### src/rtl/branch_pred_table_ctrl_if.sv
// Branch prediction table bus: fetch-stage lookup plus decode-stage update.
// Signals: fetch_pc -> H/P/pred_target (lookup); upd_pc/upd_target/taken/WRt/WRp (update);
//          ready, hit_cnt, upd_cnt (status). master = pipeline side, slave = table controller.
interface branch_pred_table_ctrl_if #(
  parameter int ADDR_W = 32
);
  // Lookup path
  logic [ADDR_W-1:0] fetch_pc;
  logic              H;
  logic              P;
  logic [ADDR_W-1:0] pred_target;
  // Update path
  logic [ADDR_W-1:0] upd_pc;
  logic [ADDR_W-1:0] upd_target;
  logic              taken;
  logic              WRt;
  logic              WRp;
  // Status
  logic              ready;
  logic [15:0]       hit_cnt;
  logic [15:0]       upd_cnt;

  modport master (
    output fetch_pc, upd_pc, upd_target, taken, WRt, WRp,
    input  H, P, pred_target, ready, hit_cnt, upd_cnt
  );

  modport slave (
    input  fetch_pc, upd_pc, upd_target, taken, WRt, WRp,
    output H, P, pred_target, ready, hit_cnt, upd_cnt
  );
endinterface

### src/rtl/branch_pred_table_ctrl.sv
// Direct-mapped branch prediction table with post-reset clear sequencer and perf counters.
// Ports: clk, rst (sync, active-high); bus (slave modport) carries lookup, update and status.
// Lookup is combinational (no bypass of a same-cycle update); updates land on the next edge.
module branch_pred_table_ctrl #(
  parameter int IDX_W  = 4,
  parameter int ADDR_W = 32
) (
  input  logic                     clk,
  input  logic                     rst,
  branch_pred_table_ctrl_if.slave  bus
);

  localparam int N     = 1 << IDX_W;
  localparam int TAG_W = ADDR_W - IDX_W - 2;

  typedef enum logic {
    ST_INIT = 1'b0,
    ST_RUN  = 1'b1
  } state_e;

  // Controller state
  state_e            state_q;
  logic [IDX_W-1:0]  idx_q;
  logic              ready_q;

  // Table storage
  logic [N-1:0]      valid_q;
  logic [TAG_W-1:0]  tag_q [N];
  logic [ADDR_W-1:0] tgt_q [N];
  logic [1:0]        ctr_q [N];

  // Performance counters
  logic [15:0]       hit_cnt_q;
  logic [15:0]       upd_cnt_q;
  logic [15:0]       hit_cnt_d;
  logic [15:0]       upd_cnt_d;

  // Address split; PC bits [1:0] carry no information for word-aligned code.
  logic [IDX_W-1:0]  f_idx;
  logic [TAG_W-1:0]  f_tag;
  logic [IDX_W-1:0]  u_idx;
  logic [TAG_W-1:0]  u_tag;
  logic              unused_pc_lsbs;

  assign f_idx          = bus.fetch_pc[IDX_W+1:2];
  assign f_tag          = bus.fetch_pc[ADDR_W-1:IDX_W+2];
  assign u_idx          = bus.upd_pc[IDX_W+1:2];
  assign u_tag          = bus.upd_pc[ADDR_W-1:IDX_W+2];
  assign unused_pc_lsbs = ^{bus.fetch_pc[1:0], bus.upd_pc[1:0]};

  // ---------------------------------------------------------------------------
  // Lookup: purely combinational from the current table contents.
  // ---------------------------------------------------------------------------
  logic hit;

  assign hit             = ready_q & valid_q[f_idx] & (tag_q[f_idx] == f_tag);
  assign bus.H           = hit;
  assign bus.P           = hit & ctr_q[f_idx][1];
  assign bus.pred_target = hit ? tgt_q[f_idx] : '0;

  // ---------------------------------------------------------------------------
  // Update decode. WRt wins over WRp; a WRp only applies to a matching valid entry.
  // ---------------------------------------------------------------------------
  logic       do_alloc;
  logic       do_pred;
  logic       u_match;
  logic [1:0] ctr_cur;
  logic [1:0] ctr_d;

  assign u_match  = valid_q[u_idx] & (tag_q[u_idx] == u_tag);
  assign do_alloc = ready_q & bus.WRt;
  assign do_pred  = ready_q & ~bus.WRt & bus.WRp & u_match;
  assign ctr_cur  = ctr_q[u_idx];

  // Two-bit saturating counter step.
  always_comb begin
    ctr_d = ctr_cur;
    if (bus.taken) begin
      if (ctr_cur != 2'b11) ctr_d = ctr_cur + 2'b01;
    end else begin
      if (ctr_cur != 2'b00) ctr_d = ctr_cur - 2'b01;
    end
  end

  // ---------------------------------------------------------------------------
  // Controller FSM: walk every entry once after reset, then run forever.
  // ready is registered so it rises on the edge that writes the last entry.
  // ---------------------------------------------------------------------------
  always_ff @(posedge clk) begin
    if (rst) begin
      state_q <= ST_INIT;
      idx_q   <= '0;
      ready_q <= 1'b0;
    end else begin
      case (state_q)
        ST_INIT: begin
          idx_q <= idx_q + 1'b1;
          if (idx_q == {IDX_W{1'b1}}) begin
            state_q <= ST_RUN;
            ready_q <= 1'b1;
          end
        end
        ST_RUN: begin
          state_q <= ST_RUN;
          ready_q <= 1'b1;
        end
        default: begin
          state_q <= ST_INIT;
          idx_q   <= '0;
          ready_q <= 1'b0;
        end
      endcase
    end
  end

  // ---------------------------------------------------------------------------
  // Table write port. Valid bits are cleared at reset so a reset in RUN drops
  // every entry immediately; the remaining fields are scrubbed by the INIT walk.
  // ---------------------------------------------------------------------------
  always_ff @(posedge clk) begin
    if (rst) begin
      valid_q <= '0;
    end else if (state_q == ST_INIT) begin
      valid_q[idx_q] <= 1'b0;
      tag_q[idx_q]   <= '0;
      tgt_q[idx_q]   <= '0;
      ctr_q[idx_q]   <= 2'b01;
    end else if (do_alloc) begin
      valid_q[u_idx] <= 1'b1;
      tag_q[u_idx]   <= u_tag;
      tgt_q[u_idx]   <= bus.upd_target;
      ctr_q[u_idx]   <= bus.taken ? 2'b10 : 2'b01;
    end else if (do_pred) begin
      ctr_q[u_idx]   <= ctr_d;
    end
  end

  // ---------------------------------------------------------------------------
  // Performance counters, free-running with natural 16-bit wrap.
  // ---------------------------------------------------------------------------
  always_comb begin
    hit_cnt_d = hit_cnt_q;
    upd_cnt_d = upd_cnt_q;
    if (hit)                 hit_cnt_d = hit_cnt_q + 16'd1;
    if (do_alloc || do_pred) upd_cnt_d = upd_cnt_q + 16'd1;
  end

  always_ff @(posedge clk) begin
    if (rst) begin
      hit_cnt_q <= '0;
      upd_cnt_q <= '0;
    end else begin
      hit_cnt_q <= hit_cnt_d;
      upd_cnt_q <= upd_cnt_d;
    end
  end

  assign bus.ready   = ready_q;
  assign bus.hit_cnt = hit_cnt_q;
  assign bus.upd_cnt = upd_cnt_q;

endmodule

### src/flat_wrapper.sv
// flat-port wrapper written by rule: the top's interface ports become plain ports
module branch_pred_table_ctrl_flat 
#(
  parameter int IDX_W  = 4,
  parameter int ADDR_W = 32
)
  (clk, rst, bus_fetch_pc, bus_upd_pc, bus_upd_target, bus_taken, bus_WRt, bus_WRp, bus_H, bus_P, bus_pred_target, bus_ready, bus_hit_cnt, bus_upd_cnt);
  branch_pred_table_ctrl_if #(.ADDR_W(ADDR_W)) bus_i ();
  input  logic clk;
  input  logic rst;
  input wire logic [$bits(bus_i.fetch_pc)-1:0] bus_fetch_pc;
  input wire logic [$bits(bus_i.upd_pc)-1:0] bus_upd_pc;
  input wire logic [$bits(bus_i.upd_target)-1:0] bus_upd_target;
  input wire logic [$bits(bus_i.taken)-1:0] bus_taken;
  input wire logic [$bits(bus_i.WRt)-1:0] bus_WRt;
  input wire logic [$bits(bus_i.WRp)-1:0] bus_WRp;
  output wire logic [$bits(bus_i.H)-1:0] bus_H;
  output wire logic [$bits(bus_i.P)-1:0] bus_P;
  output wire logic [$bits(bus_i.pred_target)-1:0] bus_pred_target;
  output wire logic [$bits(bus_i.ready)-1:0] bus_ready;
  output wire logic [$bits(bus_i.hit_cnt)-1:0] bus_hit_cnt;
  output wire logic [$bits(bus_i.upd_cnt)-1:0] bus_upd_cnt;
  assign bus_i.fetch_pc = bus_fetch_pc;
  assign bus_i.upd_pc = bus_upd_pc;
  assign bus_i.upd_target = bus_upd_target;
  assign bus_i.taken = bus_taken;
  assign bus_i.WRt = bus_WRt;
  assign bus_i.WRp = bus_WRp;
  assign bus_H = bus_i.H;
  assign bus_P = bus_i.P;
  assign bus_pred_target = bus_i.pred_target;
  assign bus_ready = bus_i.ready;
  assign bus_hit_cnt = bus_i.hit_cnt;
  assign bus_upd_cnt = bus_i.upd_cnt;
  branch_pred_table_ctrl #(.IDX_W(IDX_W), .ADDR_W(ADDR_W)) u_core (.clk(clk), .rst(rst), .bus(bus_i));
endmodule
### config.mk
export PLATFORM = sky130hd
export DESIGN_NAME = branch_pred_table_ctrl_flat
export DESIGN_NICKNAME = d
export VERILOG_FILES = /design/src/rtl/branch_pred_table_ctrl_if.sv /design/src/rtl/branch_pred_table_ctrl.sv /design/src/flat_wrapper.sv
export SDC_FILE = /design/constraint.sdc
export NUM_CORES = 1
export LEC_CHECK = 0
export BUFFER_PORTS_ARGS = -buffer_cell sky130_fd_sc_hd__buf_2
export CORE_MARGIN = 5
export CORE_UTILIZATION = 55
export CTS_CLUSTER_SIZE = 14
export DETAILED_ROUTE_END_ITERATION = 10
export HOLD_SLACK_MARGIN = 0.1
export PLACE_DENSITY_LB_ADDON = 0.25
export SLEW_MARGIN = 20
export SYNTH_ARGS = -nofsm -noshare
export SYNTH_HDL_FRONTEND = slang
export SYNTH_SLANG_ARGS = --single-unit
### constraint.sdc
create_clock -name clk -period 8.5 [get_ports clk]
set_clock_uncertainty 0.05 [all_clocks]
set_input_delay 2.125 -clock clk [delete_from_list [all_inputs] [get_ports clk]]
set_output_delay 2.125 -clock clk [all_outputs]
set_load 0.005 [all_outputs]
* After elaboration in Yosys (flattened, before gate mapping)
Memory sizes are Yosys's and may differ from the RTL's.
Cells that the tools add are included.
** Cells by class
- Muxes and demuxes :: 41
- Bitwise logic cells :: 14
- Add/subtract/negate cells :: 5
- Reduce and logical (&&, ||, !) cells :: 7
- Magnitude comparators :: 5
- Equal/unequal tests :: 6
** Operator list (number)
- 32-bit two-way mux :: 2
- 26-bit equality test :: 2
- 16-bit by 1-bit adder with 16-bit output (second input constant) :: 2
- 16-bit two-way mux :: 2
- 32-bit OR reduction :: 1
- 26-bit two-way mux :: 1
- 26-bit OR reduction :: 1
- 1-bit two-way mux :: 21
- 16-bit bitwise AND :: 1
- 16-bit inverter :: 1
- 16-bit bitwise OR :: 1
- 4-bit by 5-bit less-than comparator with 1-bit output (second input constant) :: 3
- 2-bit two-way mux :: 6
- 4-bit two-way mux :: 3
- 1-bit bitwise AND :: 8
- 1-bit binary-select mux with 4-bit select :: 2
- 1-bit demux with 4-bit select :: 2
- 4-bit by 1-bit greater-or-equal comparator with 1-bit output (second input constant) :: 2
- 4-bit by 1-bit adder with 4-bit output (second input constant) :: 1
- 4-bit equality test (second input constant) :: 1
- 2-bit inequality test (second input constant) :: 2
- 1-bit one-hot mux with 2 select lines :: 2
- 2-bit by 1-bit adder with 2-bit output (second input constant) :: 1
- 1-bit logical AND :: 2
- 7 further kinds :: 8
** Word-level totals
- Word-level logic and storage cells :: 87
- Output and inout bits :: 67
- Register bits :: 54
- Bits in writable memories :: 960
- Memories :: 3
** Memories
- u_core.tgt_q :: depth 16, bits a word 32, read ports 1, clocked after Yosys merged registers in 0, wr ports 1, RTL line branch_pred_table_ctrl.sv:29 : logic [ADDR_W-1:0] tgt_q [N];
- u_core.tag_q :: depth 16, bits a word 26, read ports 2, clocked after Yosys merged registers in 0, wr ports 1, RTL line branch_pred_table_ctrl.sv:28 : logic [TAG_W-1:0] tag_q [N];
- u_core.ctr_q :: depth 16, bits a word 2, read ports 2, clocked after Yosys merged registers in 0, wr ports 1, RTL line branch_pred_table_ctrl.sv:30 : logic [1:0] ctr_q [N];

* Longest topological paths before layout
- Depth after elaboration :: 12
- Depth in mapped cells :: 15
- Gate-level depth less buffers :: 9

* Least setup slack after synthesis
Ideal clock, no wire load.
- Path kind :: input-to-output
- Start :: input port bus_fetch_pc[2]
- End :: output port bus_pred_target[10]
- Arrival :: 5.119 ns
- Cell stages on the path :: 10
- Slack :: 1.206 ns
- Path through :: buf_4 -> buf_6 -> buf_4 -> buf_4 -> buf_2 -> buf_2 -> buf_1 -> mux4_2 -> mux4_2 -> and3_1
** Between the ends
- Cells in the longest elaborated chain, start to end :: 5
- Elaborated cells between the ends (all ways) :: 8
- Classes of those cells :: eq/ne (1); mux (3); bitwise (2); memory (2)
** Ends and longest elaborated chain
- start, declared :: RTL line flat_wrapper.sv:11 : input wire logic [$bits(bus_i.fetch_pc)-1:0] bus_fetch_pc;
- parallel branches: the longest is 4 deep, another holds memory read 16 x 26 bit
- 32-bit two-way mux * :: RTL line branch_pred_table_ctrl.sv:59 : assign bus.pred_target = hit ? tgt_q[f_idx] : '0;
- end, declared :: RTL line flat_wrapper.sv:19 : output wire logic [$bits(bus_i.pred_target)-1:0] bus_pred_target;
Mark *: on every way between the ends. The select of a mux whose other input is x is not followed.

* Final worst setup path
- Start :: input port bus_fetch_pc[2]
- End :: output port bus_pred_target[5]
The elaborated chain is that of the path after synthesis.

==> impl.org <==
** Detailed routing
- For this run, design rule violations remaining after detail routing come to 0.
- The detail route stage leaves a number of antenna-violating nets equal to 0.
- Detailed router's first-iteration violation count :: 2781
- Per-cell routed wire length :: 31.81 um
- Using the TritonRoute via totals, the vias-per-cell ratio works out to 6.769.
- The final route contains 25070 vias.
- For this block, the routed nets add up to 117800 um of wire.
- The first detailed-routing pass ran for 5 iterations.

** Setup path
- Data on the critical path is required at its endpoint by 6330 ps.
- In this design, the stage delay of the slowest critical-path cell is 550 ps.
- The startpoint identified for the worst register-to-register timing path is u_core.state_q.
- Data arrives at the worst endpoint at 5590 ps.
- CP dominant cell by count :: sky130_fd_sc_hd__buf_12
- Endpoint kind of the worst setup timing path :: output port
- The critical path is of the input pin to output port type.
- The most critical setup path has its startpoint at bus_fetch_pc[2].
- Crit path max-delay family :: buffers and inverters
- Critical path startpoint category :: input pin
- Of all nets on the critical path, the largest fanout is 39.
- Traced cell by cell, the critical path runs through buf_8 > buf_12 > buf_4 > mux4_2 > mux2i_1 > xnor2_1 > nor4_1 > o2111ai_1 > nor3b_4 > buf_12 > and3_1 > buf_2.
- Counting both buffers and inverters, the worst setup path holds a total of 5.
- Slowest stage cell, crit path :: sky130_fd_sc_hd__mux4_2

** Yosys
- After technology mapping, the gate count stands at 2363.
- Most repeated cell in the gate-level netlist after synthesis :: sky130_fd_sc_hd__edfxtp_1
- Number of warnings reported in the yosys synthesis log :: 0
- After synthesis, the netlist uses 76 different library cells.
- sky130_fd_sc_hd__edfxtp_1 takes more of the synthesized area than any other cell.
- In this run, synthesis inferred 960 flip-flops with an integrated enable.
- Mean instance size in the synthesized netlist :: 18.90 sq um
- After synthesis the cells add up to 0.04465 sq mm.
- Sequential cells were found to cover 66.99% of the synthesized design area.
- Of the post-synthesis cell area, the dominant cell type holds 64.56%.
- Async S/R FF share, synth :: 0%
- Area contributors post-synth :: sky130_fd_sc_hd__edfxtp_1, sky130_fd_sc_hd__mux4_2, sky130_fd_sc_hd__mux2i_1
- Number of nets in the synthesized netlist :: 2470
- Top_reg_cell synth :: sky130_fd_sc_hd__edfxtp_1
- Synthesis inferred 1014 register bits.
- Sorting the synthesized cells by how often they occur yields sky130_fd_sc_hd__edfxtp_1, sky130_fd_sc_hd__mux4_2, sky130_fd_sc_hd__mux2i_1.

** Floorplan
- The die covers 0.08698 sq mm.
- After floorplanning, the core was sized to cover 0.08055 sq mm.
- Measured along the y axis, the die boundary spans 294.9 um.
- Number of standard-cell rows in the floorplan :: 104
- Top-level port count :: 168
- The initial utilization of the core area, before any placement, comes to 55.43%.
- The die is 294.9 um wide.

** Hold path
- Startpoint of the tightest hold check path :: u_core.valid_q[4]
- HP Class :: register to register

** Status
- The run finished with clean final reports.

** STA
- Final setup violation count :: 0
- Worst Tran Pin Value :: 1120 ps
- The worst path needs 7770 ps of the cycle, external delays included.
- Final Hold Violating Endpoints :: 0
- Post-route fraction of the period consumed by the critical path :: 91.41%
- After routing, the total negative slack on setup checks comes to 0 ps.
- The final-report max-slew violation count was 0.
- F_max :: 128.7 MHz
- RSZ-0062 raised after global routing :: no
- Max-slew headroom :: 25.32%

** CTS
- No sink is reached through more buffers than the 3 on the longest clock path.
- Clock tree from TritonCTS :: yes
- The number of hold buffers added after CTS was 0.
- CTS placed an instance of sky130_fd_sc_hd__clkbuf_16 at the clock tree root.
- Buffers inserted during clock tree synthesis total 103.
- At the later pin of the worst-skew pair, clock insertion delay measures 670 ps.
- The number of gates resized after CTS was 0.
- For this design, the sink count on the clock tree is 1014.
- Clock-pin slew on the worst setup and hold paths :: 60 ps
- H-Tree Level Count :: 3
- After clock tree synthesis, the setup repair step added 0 buffers.

** Pwr
- Dividing total power by cell area gives a power density of 211.3 mW/mm^2.
- Proportion of total power due to net switching :: 21.43%
- The clock network accounts for 43.4% of the total power.
- Leakage dissipation :: 18.65 nW
- The internal portion of the total power is 0.008392 W.
- For this design the total switching power over the nets is 0.002289 W.
- Combinational cells account for 5.5% of the total power.
- VDD IR max :: 0.0001834 V
- Fraction of power consumed by sequential logic :: 51.1%

** Placed design
- Buffers on Ports :: 163
- The placed instances occupy a cell area of 0.04703 sq mm.
- Last weighted congestion value of the routability-driven placer :: 0.9270
- Once detailed placement completed, the half-perimeter wirelength came to 66930 um.

** Finish
- In the final layout, the share of cells above drive strength 1 is 31.22%.
- Number of filler instances in the final layout :: 5537
- Area used by multi-input combinational logic :: 0.01405 sq mm
- Once layout is complete, the utilization of the core stands at 62.74%.
- The sequential cells in the finished layout cover a total of 0.02991 sq mm.
- Final non-filler cell area :: 0.05054 sq mm
- Area added between synthesis and finish :: 13.19%
- Final Net Count :: 2659

** Global routing
- For this run the aggregate overflow at the end of global routing stands at 0.
- Vias in the first global route :: 25370
- Global router's overall resource usage :: 27.01%
- Entering global routing, the biggest net connects 117 pins.
- Initial antenna violation count :: 4
- First-pass GRT wire length :: 171700 um

** Job
- Max-cap violations in this run came to 0.
metal layers:
layer	share of wire, %	global-route usage, %	vias up
li1	-	-	10250
met1	39	38.27	13260
met2	49	44.10	1323
met3	8.8	4.596	233
met4	3.2	8.074	2
met5	0.011	0	-
final timing paths:
kind	to	slack, ps	cells after the start
setup / recovery	bus_pred_target[5]	730	12
hold / removal	u_core.valid_q[4]	440	2
setup reg to reg	u_core.tgt_q[0][27]	4090	7
hold reg to reg	u_core.valid_q[4]	440	2
cell type report:
type | instances | area share (%)
Timing Repair Buffer | 241 | 3.305
Antenna cell | 4 | 0.01981
Multi-Input combinational cell | 1173 | 27.80
Sequential cell | 1014 | 59.18
Inverter | 19 | 0.1461
Tap cell | 1060 | 2.624
Clock inverter | 66 | 1.485
Clock buffer | 126 | 5.442
worst register-to-register path, cell delays in order (launching register included):
cell and delay, ps:
sky130_fd_sc_hd__dfxtp_1 930, sky130_fd_sc_hd__nor2b_4 290, sky130_fd_sc_hd__buf_4 840, sky130_fd_sc_hd__and2_1 310
sky130_fd_sc_hd__a21boi_0 130, sky130_fd_sc_hd__buf_4 200, sky130_fd_sc_hd__nor2_4 540, sky130_fd_sc_hd__buf_4 720
power groups by stage:
stage          sequential [W]  combinational, W  clock, W
2_1_floorplan         0.00556          0.000379         0
3_3_place_gp          0.00556          0.000580         0
5_1_grt               0.00546          0.000616   0.00491
4_1_cts               0.00546          0.000588   0.00469
3_5_place_dp          0.00557          0.000586         0
6_report              0.00546          0.000588   0.00463
registers in the layout, indices dropped and copies added, names as in the netlist:
| name | count |
|---|---|
| u_core.ctr_q | 32 |
| u_core.idx_q | 4 |
| u_core.state_q | 1 |
| u_core.bus.upd_cnt | 16 |
| u_core.bus.hit_cnt | 16 |
| u_core.bus.ready | 1 |
| u_core.valid_q | 16 |
| u_core.tag_q | 416 |
| u_core.tgt_q | 512 |
cell families after synthesis:
kind of cell	after synthesis	share of synthesized area (%)
adders and majority gates	8	0.2130
xor gates and xnor gates	67	1.314
buffers and inverters	176	1.869
and+or+nand+nor	381	4.500
AOI/OAI and AO/OA	195	2.903
DFF	1014	66.99
muxes	522	22.21
placed cells by master (no fill, tap or decap), drive strengths merged, types with 4 or more instances in the layout:
cell	netlist	routed
o31ai	7	7
mux2	28	28
or2	4	4
nor2	70	70
nand2b	6	6
or4	7	7
edfxtp	960	960
clkinvlp	0	5
mux4	372	372
buf	79	240
clkinv	0	45
diode	0	4
a22oi	22	22
nand3	16	16
nor3	10	10
nand2	88	88
nor4	7	7
a31oi	4	4
nand4	15	15
xnor2	42	42
o211ai	4	4
and3	98	98
nand4b	6	6
dfxtp	54	54
inv	19	22
a21oi	47	47
bufinv	0	13
nor2b	22	22
clkbuf	78	127
o22ai	21	21
a311oi	4	4
o221ai	5	5
and2	13	13
mux2i	122	122
xor2	25	25
o21ai	39	39
ha	6	6
a211oi	4	4
or3	12	12
metrics by stage:
stage,hold WS [ps],total power (W),setup WS (ps),instances
4_1_cts,438.1,0.01074,676.1,3699
6_report,442.3,0.01068,730.0,3703
5_1_grt,456.4,0.01099,528.9,3700
2_1_floorplan,401.4,0.005943,1206,2363
3_3_place_gp,412.1,0.006142,794.4,3505
3_5_place_dp,431.4,0.006151,702.6,3507
Note: power is estimated with default switching activity, not from simulation.
